`config.mk`:
```
export PLATFORM = sky130hd
export DESIGN_NAME = network_batch_sequencer
export DESIGN_NICKNAME = d
export VERILOG_FILES = /design/src/rtl/network_batch_sequencer.sv
export SDC_FILE = /design/constraint.sdc
export NUM_CORES = 1
export LEC_CHECK = 0
export ABC_AREA = 1
export CORE_MARGIN = 2
export CORE_UTILIZATION = 58
export CTS_BUF_LIST = sky130_fd_sc_hd__clkbuf_8
export CTS_CLUSTER_SIZE = 28
export DETAILED_ROUTE_END_ITERATION = 7
export PLACE_DENSITY = 0.87
export SLEW_MARGIN = 20
export SYNTH_ARGS = -nofsm -noshare
export SYNTH_HDL_FRONTEND = slang
export SYNTH_SLANG_ARGS = --single-unit
```
`constraint.sdc`:
```
create_clock -name clk -period 5.4 [get_ports clk]
set_clock_uncertainty 0.2 [all_clocks]
set_input_delay 1.35 -clock clk [delete_from_list [all_inputs] [get_ports clk]]
set_output_delay 1.35 -clock clk [all_outputs]
set_load 0.02 [all_outputs]
```
`src/rtl/network_batch_sequencer.sv`:
```
// Batch controller for the Network block: issues RUNS start/done handshakes and buffers results in a show-ahead FIFO.
// Optional watchdog on the WAIT state is built when NETSEQ_TIMEOUT_EN is defined.
module network_batch_sequencer #(
  parameter int RUNS           = 3,
  parameter int DEPTH          = 4,
  parameter int TIMEOUT_CYCLES = 1024
) (
  input  logic        clk,
  input  logic        reset,
  input  logic        go,
  output logic        net_start,
  input  logic        net_done,
  input  logic [31:0] net_out,
  output logic        res_valid,
  output logic [31:0] res_data,
  input  logic        res_ready,
  output logic        busy,
  output logic        batch_done,
  output logic [7:0]  run_count,
  output logic        err_timeout
);

  localparam int AW = $clog2(DEPTH);
  localparam logic [7:0]  RUNS_LAST = 8'(RUNS);
  localparam logic [AW:0] FULL_CNT  = (AW+1)'(DEPTH);

  typedef enum logic [1:0] {
    S_IDLE = 2'd0,
    S_WAIT = 2'd1,
    S_GAP  = 2'd2
  } state_t;

  state_t        state_q;
  logic          done_q;
  logic          done_rise;
  logic          net_start_q;
  logic          batch_done_q;
  logic [7:0]    run_count_q;
  logic [31:0]   mem_q [DEPTH];
  logic [AW-1:0] wr_ptr_q, wr_ptr_d;
  logic [AW-1:0] rd_ptr_q, rd_ptr_d;
  logic [AW:0]   count_q, count_d;
  logic          push, pop, full;
  logic          timeout_hit;

  assign done_rise = net_done & ~done_q;
  assign full      = (count_q == FULL_CNT);
  assign push      = (state_q == S_WAIT) & done_rise;
  assign pop       = res_valid & res_ready;

  assign net_start  = net_start_q;
  assign res_valid  = (count_q != '0);
  assign res_data   = mem_q[rd_ptr_q];
  assign busy       = (state_q != S_IDLE);
  assign batch_done = batch_done_q;
  assign run_count  = run_count_q;

`ifdef NETSEQ_TIMEOUT_EN
  localparam logic [15:0] WD_LAST = 16'(TIMEOUT_CYCLES - 1);

  logic [15:0] wd_q;
  logic        err_timeout_q;

  // GAP always precedes WAIT, so clearing in GAP is clearing on WAIT entry.
  always_ff @(posedge clk) begin
    if (reset) begin
      wd_q <= '0;
    end else if (state_q == S_GAP) begin
      wd_q <= '0;
    end else if (state_q == S_WAIT) begin
      wd_q <= wd_q + 16'd1;
    end
  end

  assign timeout_hit = (state_q == S_WAIT) & (wd_q == WD_LAST) & ~done_rise;
  assign err_timeout = err_timeout_q;
`else
  assign timeout_hit = 1'b0;
  assign err_timeout = 1'b0;
`endif

  always_ff @(posedge clk) begin
    if (reset) begin
      state_q      <= S_IDLE;
      done_q       <= 1'b0;
      net_start_q  <= 1'b0;
      batch_done_q <= 1'b0;
      run_count_q  <= '0;
`ifdef NETSEQ_TIMEOUT_EN
      err_timeout_q <= 1'b0;
`endif
    end else begin
      done_q       <= net_done;
      batch_done_q <= 1'b0;
      case (state_q)
        S_IDLE: begin
          if (go) begin
            run_count_q <= '0;
`ifdef NETSEQ_TIMEOUT_EN
            err_timeout_q <= 1'b0;
`endif
            state_q <= S_GAP;
          end
        end
        S_GAP: begin
          if (run_count_q == RUNS_LAST) begin
            batch_done_q <= 1'b1;
            state_q      <= S_IDLE;
          end else if (!full) begin
            net_start_q <= 1'b1;
            state_q     <= S_WAIT;
          end
        end
        S_WAIT: begin
          if (done_rise) begin
            net_start_q <= 1'b0;
            run_count_q <= run_count_q + 8'd1;
            state_q     <= S_GAP;
          end else if (timeout_hit) begin
`ifdef NETSEQ_TIMEOUT_EN
            err_timeout_q <= 1'b1;
`endif
            net_start_q  <= 1'b0;
            batch_done_q <= 1'b1;
            state_q      <= S_IDLE;
          end
        end
        default: begin
          net_start_q <= 1'b0;
          state_q     <= S_IDLE;
        end
      endcase
    end
  end

  always_comb begin
    wr_ptr_d = wr_ptr_q;
    rd_ptr_d = rd_ptr_q;
    count_d  = count_q;
    if (push) wr_ptr_d = wr_ptr_q + 1'b1;
    if (pop)  rd_ptr_d = rd_ptr_q + 1'b1;
    case ({push, pop})
      2'b10:   count_d = count_q + 1'b1;
      2'b01:   count_d = count_q - 1'b1;
      default: count_d = count_q;
    endcase
  end

  always_ff @(posedge clk) begin
    if (reset) begin
      wr_ptr_q <= '0;
      rd_ptr_q <= '0;
      count_q  <= '0;
      for (int i = 0; i < DEPTH; i++) mem_q[i] <= '0;
    end else begin
      wr_ptr_q <= wr_ptr_d;
      rd_ptr_q <= rd_ptr_d;
      count_q  <= count_d;
      if (push) mem_q[wr_ptr_q] <= net_out;
    end
  end

endmodule

```
==> results by stage, run 1 <==
Status:
- The flow ran to the end, and the final reports show no timing, DRC or antenna violations.

STA:
- Setup violations remaining at the end of the flow were counted as 0.
- The final period demand of the worst path is 4650 ps.
- The final number of max-transition violations is 0.
- The transition time at the pin with the least slew margin is 1010 ps.
- The remaining max-slew budget at the tightest pin is 32.5%.
- The maximum frequency from static timing analysis is 215 MHz.
- The setup TNS is 0 ps.
- In the finished design, the share of the clock period the worst path needs comes to 86.1%.
- The worst hold-check slack is 266 ps.
- The final hold violation count was 0.
- Setup repair after global routing left no endpoint under its margin.

Cells and area:
- The count of inserted antenna diode cells is 0.
- The filler cell count in the final layout is 770.
- The count of nets after finishing is 771.
- The layout overhead on the synthesized area is 21.0%.
- The final standard cell utilization of the core is 71.1%.
- Of the cells placed in the final design, the portion with a size suffix greater than 1 is 9.81%.
- The post-route cell area is 8010 um2.

Die:
- The die covers 12300 um2.
- The count of standard-cell rows is 39.
- The number of top-level pins is 82.
- The core region is 11300 um2.
- The effective utilization at floorplan is 58.8%.
- The die span in y is 111 um.
- The width of the chip is 111 um.

GRT:
- Entering global routing, the biggest net connects 70 pins.
- The global routing usage summed across all routing layers is 25.4%.
- For this run the aggregate overflow at the end of global routing stands at 0.
- The initial antenna violation count is 1.
- The first global-routing pass estimated 24.7 mm of wire.
- The number of global-route vias before repair is 5185.

Drt:
- After detailed routing, the number of vias per cell comes to 5.74.
- After detailed routing, the number of remaining DRC violations is 0.
- For this block, the routed nets add up to 15.3 mm of wire.
- In this run the remaining antenna-violating nets after routing total 0.
- The DRC violation total after the first TritonRoute iteration is 552.
- The number of search-and-repair iterations in the first detailed-routing pass is 5.
- In the final routed layout, each cell accounts on average for 17.3 um.
- The routed layout has 5087 vias.

Setup path:
- The cell count along the critical path is 5.
- The number of cells traversed by the worst register-to-register path is 9.
- The setup check on the worst reg-to-reg path leaves a slack of 2580 ps.
- The maximum fanout along the worst path is 33.
- The critical path class is flop to output pin.
- The beginning of the worst register-to-register path is state_q[0].
- STA classifies the critical path startpoint as a flop.
- The sort of element at the end of the critical path is an output pin.
- Together, buffers and inverters on the worst path number 3.
- Following the worst setup path forward leads to its endpoint at res_data[9].
- The dominant delay contributor by cell family on the critical path is buffers and inverters.
- The worst register-to-register path ends at mem_q[0][10].
- The arrival time at the worst endpoint is 3100 ps.
- Among all stages on the critical path, the largest delay is contributed by inv_1.
- The largest stage delay on the critical path is 780 ps.
- The critical path goes through buf_4 -> inv_1 -> o21ai_0 -> o22ai_1 -> clkdlybuf4s50_1.
- At the worst endpoint, the required time is 3850 ps.

Min path:
- The startpoint identified for the worst hold timing path is net_start.
- The worst hold path belongs to the class flop to flop.

Synth:
- After synthesis the cells add up to 6620 um2.
- The number of warnings reported in the yosys synthesis log is 0.
- The number of instances in the synthesized netlist is 660.
- Each instance of the synthesized netlist takes up on average 10.0 um2.
- The synthesized design contains 150 register bits.
- The number of different library cells used by synthesis comes to 29.
- Sequential elements use 64.7% of the synthesized area.
- After synthesis, the cell types taking the most area are edfxtp_1 58%, nor2_1 8.3%, dfxtp_1 6.6%.
- After synthesis, the most frequently instantiated cells are 147 x nor2_1, 128 x edfxtp_1, 78 x o21ai_0.
- Of the post-synthesis cell area, the dominant cell type holds 58.0%.
- The proportion of register bits with asynchronous set or reset after synthesis is 0%.
- The post-synth net total is 700.
- The synthesized design spends more area on one cell type than any other, namely edfxtp_1.
- In the post-synthesis netlist, the cell with the most instances is nor2_1.
- Counting flops with a built-in enable in the synthesized netlist gives 128.
- The main flop type after synthesis is edfxtp_1.

Placed design:
- The port buffer count is 80.
- The placer's final routability congestion estimate is 0.797.
- The placed standard-cell area is 7550 um2.
- The wire-length estimate of the detail-placed layout is 9.17 mm.

CTS:
- The clock tree buffer depth is 2.
- Clock tree synthesis selected as its root buffer the cell clkbuf_8.
- The deepest level of the CTS H-tree is 4.
- For the worst-skew pair, the clock arrives at the later sink with an insertion delay of 450 ps.
- The clock-pin slew of the registers on the worst-case setup and hold paths is 70 ps.
- The number of CTS-inserted buffers is 17.
- Gates resized during post-CTS repair numbered 0.
- The post-CTS repair timing setup buffer count is 0.
- The clock sink total is 150.
- TritonCTS built the clock tree.
- Buffers inserted to repair hold after CTS numbered 0.

Job:
- The tool flagged a number of max-cap violations equal to 0.

Power:
- In this run the power density over the cells is 341 nW/um2.
- Summed over all cells, the static leakage comes to 3.07 nW.
- VDD sags by at most 0.191 mV.
- Overall power consumption after layout is estimated at 2.73 mW.
==> tightest hold or removal path, stage by stage, from the launching register on <==
cell and delay, ps:
dfxtp_1 320, inv_1 50, a21oi_1 50
==> power breakdown <==
part           internal, mW  switching (mW)
Combinational         0.183           0.289
Clock                 0.532           0.397
Sequential             1.31          0.0263
Total                  2.02           0.711
==> cells by family (layout without fill, tap and decap cells) <==
logic type / Yosys count / after routing / synth area share (%)
fa+ha+maj: 3 / 3 / 0.680
buf+inv: 108 / 192 / 6.59
compound gates: 127 / 127 / 10.3
simple gates: 271 / 271 / 17.7
other cells: 1 / 1 / 0.0566
flops: 150 / 150 / 64.7
==> sequential cells by signal, indices dropped and copies added, names as in the netlist, named ones only <==
signal,cells
state_q,2
done_q,1
net_start,1
batch_done,1
rd_ptr_q,2
mem_q,128
count_q,3
run_count,8
wr_ptr_q,2
==> placed cells by master (no fill, tap or decap), types with 20 or more instances in the layout <==
master | Yosys | routed
dfxtp_1 | 22 | 21
inv_1 | 67 | 68
nand2_1 | 44 | 43
nor2_1 | 147 | 147
o22ai_1 | 32 | 32
o21ai_0 | 78 | 76
clkdlybuf4s50_1 | 0 | 80
edfxtp_1 | 128 | 128
clkbuf_8 | 0 | 20
nor3_1 | 48 | 48
nor2_2 | 20 | 20
==> how the worst min path moves through the flow <==
stage,cells past startpoint,to,slack [ps]
6_report,2,net_start,270
5_1_grt,2,net_start,280
4_1_cts,2,net_start,270
3_5_place_dp,2,net_start,250
3_3_place_gp,2,net_start,250
2_1_floorplan,1,flop,240
==> layer usage <==
layer / track usage [%] / up-vias / share of wire (%) / wire (um)
li1: - / 2380 / - / -
met1: 31.3 / 2435 / 39 / 6040
met2: 43.5 / 233 / 51 / 7840
met3: 5.63 / 37 / 7.5 / 1160
met4: 10.7 / 2 / 1.9 / 297
met5: 0 / - / 0.085 / 13
==> cell type report <==
| cell class | count | area, um2 | share of cell area [%] |
|---|---|---|---|
| clock buffer | 20 | 275 | 3.43 |
| multi-input combinational | 402 | 1940 | 24.2 |
| timing repair buffer | 90 | 911 | 11.4 |
| sequential | 150 | 4290 | 53.5 |
| clock inverter | 12 | 159 | 1.98 |
| tap | 143 | 179 | 2.23 |
| inverter | 70 | 263 | 3.28 |
==> per-stage QoR <==
step / cells / setup WS [ps]
6_report: 887 / 753
5_1_grt: 887 / 656
4_1_cts: 886 / 893
3_5_place_dp: 854 / 1140
3_3_place_gp: 852 / 1220
2_1_floorplan: 660 / 658
No activity file was read; power rests on OpenSTA's default activity.
==> inputs of run 2 (changes only) <==
--- a/config.mk
+++ b/config.mk
@@ -12,6 +12,7 @@
 export CTS_CLUSTER_SIZE = 28
 export DETAILED_ROUTE_END_ITERATION = 7
 export PLACE_DENSITY = 0.87
+export SETUP_SLACK_MARGIN = 0.3
 export SLEW_MARGIN = 20
 export SYNTH_ARGS = -nofsm -noshare
 export SYNTH_HDL_FRONTEND = slang
==> constraint.sdc (replaced) <==
create_clock -name clk -period 5.4 [get_ports clk]
set_clock_uncertainty 0.2 [all_clocks]
set_input_delay 1.35 -clock clk [delete_from_list [all_inputs] [get_ports clk]]
set_output_delay 1.35 -clock clk [all_outputs]
set_load 0.01 [all_outputs]
==> results by stage, run 2 (synthesis gave the netlist of run 1 again) <==
Setup path:
- The critical path class is flop to output pin (unchanged).
- The type of origin of the critical path is a flop (unchanged).
- The setup slack of the most critical reg-to-reg path came to 2540 ps (was 2580 ps).
- The dominant delay contributor by cell family on the critical path was buffers and inverters (unchanged).
- The largest stage delay on the critical path is 830 ps (was 780 ps).
- The sum of buffers and inverters on the critical path is 3 (unchanged).
- The sort of element at the end of the critical path is an output pin (unchanged).
- Sequence of cells on the critical path: buf_4 -> inv_1 -> o21ai_0 -> o22ai_1 -> clkdlybuf4s50_1 (unchanged).
- The cell with the largest stage delay on the worst path is inv_1 (unchanged).
- The arrival time at the worst endpoint came to 2920 ps (was 3100 ps).
- The maximum fanout along the worst path was 33 (unchanged).
- The data required time of the worst path is 3850 ps (about the same).

Drt:
- The final routed wirelength across all metal layers is 15.5 mm (was 15.3 mm).
- The vias per cell is 5.82 (was 5.74).
- The routed wire length per instance came to 17.5 um (was 17.3 um).
- The count of antenna-violating nets left after detailed routing is 0 (unchanged).
- The total DRC errors in the routed layout is 0 (unchanged).
- The DRC violation total after the first TritonRoute iteration is 443 (was 552).
- The total vias in the final route is 5153 (was 5087).
- The number of search-and-repair iterations in the first detailed-routing pass is 5 (unchanged).

STA:
- The final number of max-transition violations came to 0 (unchanged).
- Setup repair after global routing missed its margin: false (unchanged).
- The remaining max-slew budget at the tightest pin is 27.8% (was 32.5%).
- The final period demand of the worst path is 4470 ps (was 4650 ps).
- The final hold violation count was 0 (unchanged).
- The portion of the clock cycle consumed by the worst path in the final layout is 82.8% (was 86.1%).
- The maximum frequency from static timing analysis is 224 MHz (was 215 MHz).
- The final count of negative-setup-slack endpoints is 0 (unchanged).
- The transition time at the pin with the least slew margin is 1080 ps (was 1010 ps).
- The worst hold-check slack is 267 ps (was 266 ps).
- The setup TNS is 0 ps (unchanged).

Cells and area:
- The most common cell after layout, fill and taps aside is nor2_1 (unchanged).
- The non-filler instance count after layout came to 886 (was 887).
- The layout overhead on the synthesized area is 20.7% (was 21.0%).
- The post-route cell area is 8000 um2 (was 8010 um2).
- The share of post-route cells with drive strength above 1 came to 9.69% (was 9.81%).
- The register ranked first by flip-flop count is mem_q (unchanged).
- The flip-flop count of the largest register after layout is 128 (unchanged).
- The count of nets after finishing is 770 (was 771).
- The filler cell count in the final layout is 810 (was 770).
- The final standard cell utilization of the core is 70.9% (was 71.1%).
- The count of inserted antenna diode cells is 0 (unchanged).
- Commonest cells after routing, fill and taps aside: 147 x nor2_1, 128 x edfxtp_1, 80 x clkdlybuf4s50_1 (unchanged).

Die:
- The die span in y is 111 um (unchanged).
- The width of the chip was 111 um (unchanged).
- The effective utilization at floorplan is 58.8% (unchanged).
- The count of standard-cell rows was 39 (unchanged).
- The full die area is 12300 um2 (unchanged).
- The number of top-level pins is 82 (unchanged).
- The area inside the core boundary was 11300 um2 (unchanged).

Status:
- Result of the run: completed (unchanged).

CTS:
- The number of CTS-inserted buffers came to 17 (unchanged).
- The deepest level of the CTS H-tree is 4 (unchanged).
- The total of cells resized after clock tree synthesis is 0 (unchanged).
- The clock sink total is 150 (unchanged).
- The post-CTS repair timing setup buffer count is 0 (unchanged).
- The number of buffers inserted for hold repair after clock tree synthesis is 0 (unchanged).
- The clock latency on the worst-skew pair is 450 ps (about the same).
- The clock tree from TritonCTS was yes (unchanged).
- The clock tree buffer depth is 2 (unchanged).
- The clock-pin slew of the registers on the worst-case setup and hold paths is 70 ps (about the same).
- The CTS root buffer is clkbuf_8 (unchanged).

Placed design:
- The port buffer count is 80 (unchanged).
- The count of placed standard cells including taps is 852 (was 854).
- The placer's final routability congestion estimate is 0.819 (was 0.797).
- The post-DP HPWL is 8.96 mm (was 9.17 mm).
- The placed standard-cell area came to 7520 um2 (was 7550 um2).

Power:
- The reported leakage power is 3.04 nW (was 3.07 nW).
- The ratio of total power to cell area came to 333 nW/um2 (was 341 nW/um2).
- The largest voltage drop on the vdd net came to 0.222 mV (was 0.191 mV).

Job:
- The max-cap check violation count is 0 (unchanged).

GRT:
- The initial antenna violation count is 0 (was 1).
- The overall overflow remaining after global route came to 0 (unchanged).
- The number of global-route vias before repair is 5118 (was 5185).
- The pin count of the biggest net entering global routing was 70 (unchanged).
- The global-route wire length before repair was 24.5 mm (was 24.7 mm).
- The global routing usage summed across all routing layers is 25.2% (was 25.4%).

Min path:
- The path type of the worst min-delay path is flop to flop (unchanged).
run 2: through the flow:
stage,power [mW],worst slack (ps)
final,2.66,927
after global routing,2.76,748
after CTS,2.66,961
after detailed placement,1.77,1140
after global placement,1.76,1220
after floorplan,1.57,658
run 2: tightest hold or removal path, delay by kind of cell, from the launching register on:
kind | cells | cell delay (ps)
AOI/OAI and AO/OA | 1 | 60
DFF | 1 | 320
buffers and inverters | 1 | 50
run 2: routing by layer:
layer,track usage (%),wire [um],up-vias
li1,-,-,2376
met1,31.4,6060,2495
met2,43.0,7940,246
met3,6.23,1190,36
met4,9.33,338,0
met5,0,0,-
run 2: layout make-up:
cell class	instances	area [um2]	share of cell area (%)
multi-input cells	402	1940	24.3
repair buffers	89	908	11.4
clock buffers	17	234	2.93
clock inverters	15	185	2.32
inverters	70	263	3.29
well taps	143	179	2.24
flip-flops and latches	150	4290	53.6
run 2: path summary, 6_finish.rpt:
path,from,end,depth (start not counted)
min reg2reg,net_start,net_start,2
min,net_start,net_start,2
max reg2reg,state_q[0],mem_q[0][24],9
max,flop,res_data[9],5
run 2: where the power goes:
group	total (mW)	leakage [nW]	internal, mW	switching [mW]
Clock	0.905	0.200	0.496	0.409
Sequential	1.33	1.50	1.31	0.0202
Combinational	0.432	1.34	0.183	0.249
Total	2.66	3.04	1.99	0.678
